File: src/rtl/store_rmw_unit.sv
// Store unit: sb/sh read-merge-write a word, sw writes directly; sb/sh take READ_LATENCY+3 cycles, sw 2, misaligned 1.
// Backpressure: req_ready is high only in IDLE, so the requester holds req_valid while busy.
module store_rmw_unit #(
    parameter int READ_LATENCY = 1
) (
    input  logic        clk,
    input  logic        reset,
    input  logic        req_valid,
    output logic        req_ready,
    input  logic [31:0] req_addr,
    input  logic [31:0] req_data,
    input  logic [1:0]  req_store,
    output logic [31:0] mem_addr,
    output logic        mem_rd_en,
    output logic        mem_wr_en,
    output logic [31:0] mem_wdata,
    input  logic [31:0] mem_rdata,
    output logic        resp_valid,
    output logic        resp_err,
    output logic        busy
);

    localparam logic [1:0] ST_SB = 2'b01;
    localparam logic [1:0] ST_SH = 2'b10;

    typedef enum logic [2:0] {
        S_IDLE,
        S_READ,
        S_WAIT,
        S_WRITE,
        S_RESP,
        S_ERR
    } state_t;

    state_t      state_q, state_d;
    logic [31:0] addr_q, addr_d;
    logic [31:0] data_q, data_d;
    logic [1:0]  store_q, store_d;
    logic [31:0] rdata_q, rdata_d;
    logic [2:0]  cnt_q, cnt_d;

    logic        req_misaligned;
    logic        req_is_word;
    logic [4:0]  shamt;
    logic [31:0] lane_mask;
    logic [31:0] merged;

    always_ff @(posedge clk or posedge reset) begin
        if (reset) begin
            state_q <= S_IDLE;
            addr_q  <= '0;
            data_q  <= '0;
            store_q <= '0;
            rdata_q <= '0;
            cnt_q   <= '0;
        end else begin
            state_q <= state_d;
            addr_q  <= addr_d;
            data_q  <= data_d;
            store_q <= store_d;
            rdata_q <= rdata_d;
            cnt_q   <= cnt_d;
        end
    end

    always_comb begin
        req_is_word    = (req_store != ST_SB) && (req_store != ST_SH);
        req_misaligned = ((req_store == ST_SH) && req_addr[0]) ||
                         (req_is_word && (req_addr[1:0] != 2'b00));
    end

    // Byte/half lanes are little-endian within the word; sw bypasses the old data.
    always_comb begin
        shamt     = {addr_q[1:0], 3'b000};
        lane_mask = 32'hFFFF_FFFF;
        if (store_q == ST_SB) begin
            lane_mask = 32'h0000_00FF << shamt;
        end else if (store_q == ST_SH) begin
            lane_mask = 32'h0000_FFFF << shamt;
        end
        merged = (rdata_q & ~lane_mask) | ((data_q << shamt) & lane_mask);
    end

    always_comb begin
        state_d = state_q;
        addr_d  = addr_q;
        data_d  = data_q;
        store_d = store_q;
        rdata_d = rdata_q;
        cnt_d   = cnt_q;
        unique case (state_q)
            S_IDLE: begin
                if (req_valid) begin
                    addr_d  = req_addr;
                    data_d  = req_data;
                    store_d = req_store;
                    if (req_misaligned) begin
                        state_d = S_ERR;
                    end else if (req_is_word) begin
                        state_d = S_WRITE;
                    end else begin
                        state_d = S_READ;
                    end
                end
            end
            S_READ: begin
                cnt_d   = 3'(READ_LATENCY);
                state_d = S_WAIT;
            end
            S_WAIT: begin
                cnt_d = cnt_q - 3'd1;
                // Read data is valid only in the last wait cycle.
                if (cnt_q == 3'd1) begin
                    rdata_d = mem_rdata;
                    state_d = S_WRITE;
                end
            end
            S_WRITE: state_d = S_RESP;
            S_RESP:  state_d = S_IDLE;
            S_ERR:   state_d = S_IDLE;
            default: state_d = S_IDLE;
        endcase
    end

    always_comb begin
        req_ready  = (state_q == S_IDLE);
        busy       = (state_q != S_IDLE);
        mem_addr   = {addr_q[31:2], 2'b00};
        mem_rd_en  = (state_q == S_READ);
        mem_wr_en  = (state_q == S_WRITE);
        mem_wdata  = '0;
        resp_valid = (state_q == S_RESP) || (state_q == S_ERR);
        resp_err   = (state_q == S_ERR);
        if (state_q == S_WRITE) begin
            mem_wdata = (store_q == ST_SB || store_q == ST_SH) ? merged : data_q;
        end
    end

endmodule

File: config.mk
export PLATFORM = sky130hd
export DESIGN_NAME = store_rmw_unit
export DESIGN_NICKNAME = d
export VERILOG_FILES = /design/src/rtl/store_rmw_unit.sv
export SDC_FILE = /design/constraint.sdc
export NUM_CORES = 1
export LEC_CHECK = 0
export ABC_AREA = 1
export CORE_MARGIN = 2
export CORE_UTILIZATION = 30
export CTS_CLUSTER_DIAMETER = 200
export DETAILED_ROUTE_END_ITERATION = 8
export DONT_BUFFER_PORTS = 1
export HOLD_SLACK_MARGIN = 0.03
export PLACE_DENSITY = 0.51
export SYNTH_ARGS = -nofsm -noshare
export SYNTH_HDL_FRONTEND = slang
export SYNTH_SLANG_ARGS = --single-unit
File: constraint.sdc
create_clock -name clk -period 3.05 [get_ports clk]
set_input_delay 0 -clock clk [delete_from_list [all_inputs] [get_ports clk]]
set_output_delay 0 -clock clk [all_outputs]
set_load 0.1 [all_outputs]
==> metrics.md <==
| Metric | Value |
|---|---|
| Global route overflow | `0` |
| Final Cycle Share | `84.91%` |
| WL final | `19.30 mm` |
| Finished Core Util | `42.85%` |
| Placer Congestion | `slightly below 0.9` |
| Clock power share | `12.1%` |
| Ys Warns | `0` |
| GR Layer Usage met2 | `30.81%` |
| Reg power frac | `39.6%` |
| Final setup viols | `0` |
| RSZ-0062 raised after global routing | `no` |
| Max-cap violations | `0` |
| Slowest-stage cell, CP | `clkinv_1` |
| Root Buffer | `clkbuf_16` |
| Port bufs | `0` |
| Compound-gate portion of the synthesized area | `5.783%` |
| Leading cell type by number of instances after synthesis | `nand2_1` |
| Detailed placement HPWL | `13.30 mm` |
| XOR/XNOR share of the synthesized area | `less than 1%` |
| Io pins | `about 170` |
| Crit start category | `register` |
| # nets final | `1088` |
| Critical Path AT | `2590 ps` |
| FMAX | `0.3861 GHz` |
| DR vias/cell | `around 4.6` |
| Final ANT Viol Nets | `0` |
| EDFF count, synth | `0` |
| Met3 GRT Util | `5.002%` |
| Post-CTS Repair Setup Buffers | `0` |
| Psw | `5.984 mW` |
| CP Class | `register to primary output` |
| Vias | `5811` |
| Worst VDD drop | `approximately 0.0009 V` |
| Distinct cell type count after synthesis | `26` |
| Post-synth top flop | `dfrtp_1` |
| Drc violations | `0` |
| Hold_ws | `around 200 ps` |
| Post-Syn Area | `5949 um2` |
| Final Non-Filler Cells | `around 1300` |
| Area contributors post-synth | `dfrtp_1 (44%), nand2_1 (21%), nand3_1 (11%)` |
| Crit path buf inv count | `4` |
| Aggregate negative setup slack | `0 ps` |
| Clock slew at reported path FFs | `80 ps` |
| Die height | `around 140 um` |
| Simple-gate share of the synthesized area | `a little under two fifths` |
| Met1 GRT Util | `roughly a quarter` |
| Reg2Reg Capture Point | `addr_q[16]` |
| WP data required | `3050 ps` |
| CTS sink cnt | `104` |
| Worst-Skew Late Latency | `around 360 ps` |
| CTS tree | `built` |
| CP endpoint kind | `primary output` |
| Post-synthesis mux area share | `0%` |
| Sequential standard cell area | `2603 um2` |
| Minimum clock period | `2590 ps` |
| Combinational power share | `48.3%` |
| Sw Share | `approximately three fifths` |
| Tot GR Track Use | `a little under a fifth` |
| DR WL/cell | `15.44 um` |
| Crit-path max FO | `22` |
| Async S/R FF share, synth | `100.0%` |
| Seq/Total Area, Yosys | `43.74%` |
| GR peak layer | `met2` |
| Crit-path most repeated cell | `buf_4` |
| Cells after Synth | `between 800 and 900` |
| Initial antenna violation count | `2` |
| Slew HR | `28.54%` |
| Layout cells sized above 1 | `approximately a tenth` |
| Worst min-delay path class | `input pin to async pin` |
| Area Overhead vs Synth | `40.19%` |
| Pint | `4.243 mW` |
| Status | `complete, no violations` |
| DRT Pass-1 Iters | `7` |
| FF-to-FF path depth | `7` |
| Final instance area | `8341 um2` |
| CP delay by family, top | `buffers and inverters` |
| Reg-to-reg startpoint | `state_q[0]` |
| Die footprint | `20970 um2` |
| Syn Area/Cell | `between 7 and 8 um2` |
| Setup slack, reg-to-reg | `~680 ps` |
| Leakage power | `4.008 nW` |
| Crit path cell chain | `inv_1 > ha_1 > clkinv_1 > buf_4 > nand2_1 > nor2_1 > nor2_2 > buf_4` |
| Largest net degree at the start of global routing | `59` |
| Cell area power density | `~1200 nW/um2` |
| Max-slew violation count | `0` |
| Seq cells post-synth | `roughly 100` |
| First-pass GRT wire length | `30.26 mm` |
| Initial drt markers | `around 400` |
| Adder-Cell Fraction of Synth Area | `roughly 1.9%` |
| CTS max path bufs | `2` |
| Synth cell count leaders | `nand2_1 (339), nand3_1 (133), dfrtp_1 (104)` |
| Number of CTS-inserted buffers | `9` |
| Initial core utilization | `30.57%` |
| Synth area leader | `dfrtp_1` |
| Core ar. | `~20000 um2` |
| Vias in the first global route | `5647` |
| Largest family of logic cells by synthesized area | `simple AND/OR/NAND/NOR gates` |
| Die X | `144.8 um` |
| Htree depth | `3` |
| Hold Fails Final Rpt | `0` |
| Row count | `51` |
| Least-Margin Pin Slew | `roughly 1100 ps` |
| Worst Skew | `11.54 ps` |
| Cell Area, Placed | `6456 um2` |
| Synth top area share | `43.74%` |
| Placed cell count | `roughly 1100` |
| Area of the multi-input gates | `2791 um2` |
| Fillers | `1991` |
| CP peak stage delay | `450 ps` |
==> per-stage QoR <==
step	setup slack, ps	total power [mW]
global placement	824.7	8.626
CTS	438.5	10.26
global route	253.3	11.01
floorplan	82.17	7.719
detailed placement	845.9	8.663
finish	460.2	10.23
==> worst reg2reg max path, cell delays in order (launching register included) <==
cell and delay [ps]:
dfrtp_1 430, nor2_2 160, nand2_2 70, inv_2 60
buf_4 650, nand3_1 200, dlygate4sd3_1 640, nand2_1 90
==> cells in the final DEF (no fill, tap or decap), types with 8 or more instances in the layout <==
master           n
buf_12          17
a21oi_2          8
o21ai_0         17
o21ai_1         20
ha_1             9
nand3_1        133
dlygate4sd3_1  156
nor2_1          48
nand2_1        339
inv_1           28
buf_4           30
clkbuf_16        9
a21oi_1         16
nor2_2          19
dfrtp_1        104
==> sequential cells by signal, indices dropped and copies added (netlist names) <==
register	flops
addr_q	32
cnt_q	3
data_q	32
rdata_q	32
state_q	3
store_q	2
==> what timing repair did <==
action	4_1_cts	5_1_grt
resized for setup	0	0
hold buffers	156	0
setup endpoints to repair	0	0
hold endpoints to repair	149	0
==> layer usage <==
layer,vias to the layer above,routed length (um)
met3,16,1113
met1,2683,8798
met4,0,304
met2,191,9084
met5,-,0
li1,2921,-
==> area by class of cell <==
type	count	area share, %
sequential	104	31.20
clock inverter	7	1.110
timing repair buffer	204	25.83
tap	265	3.975
clock buffer	9	2.700
antenna	2	0.06001
multi-input combinational	623	33.47
inverter	36	1.650
==> logic make-up after synthesis <==
kind of cell,count (synthesis)
other,1
AND/OR/NAND/NOR,545
flip-flops,104
XOR/XNOR,1
adder cells (fa/ha/maj),9
buffers and inverters,120
AO/OA/AOI/OAI,66
==> worst max path at each step <==
stage / depth (start not counted) / endpoint / from
global route: 9 / mem_wdata[10] / addr_q[0]
global placement: 8 / mem_wdata[13] / addr_q[0]
finish: 8 / mem_wdata[29] / store_q[0]
detailed placement: 8 / mem_wdata[10] / addr_q[0]
floorplan: 8 / mem_wdata[0] / addr_q[1]
CTS: 8 / mem_wdata[10] / addr_q[0]
==> power by group through the flow <==
stage	Sequential, mW	Clock, mW	Combinational (mW)
global route	4.15	1.33	5.53
CTS	4.05	1.28	4.93
detailed placement	4.06	0	4.60
finish	4.05	1.24	4.94
floorplan	2.41	0	5.30
global placement	4.07	0	4.55
No activity file was read; power rests on OpenSTA's default activity.
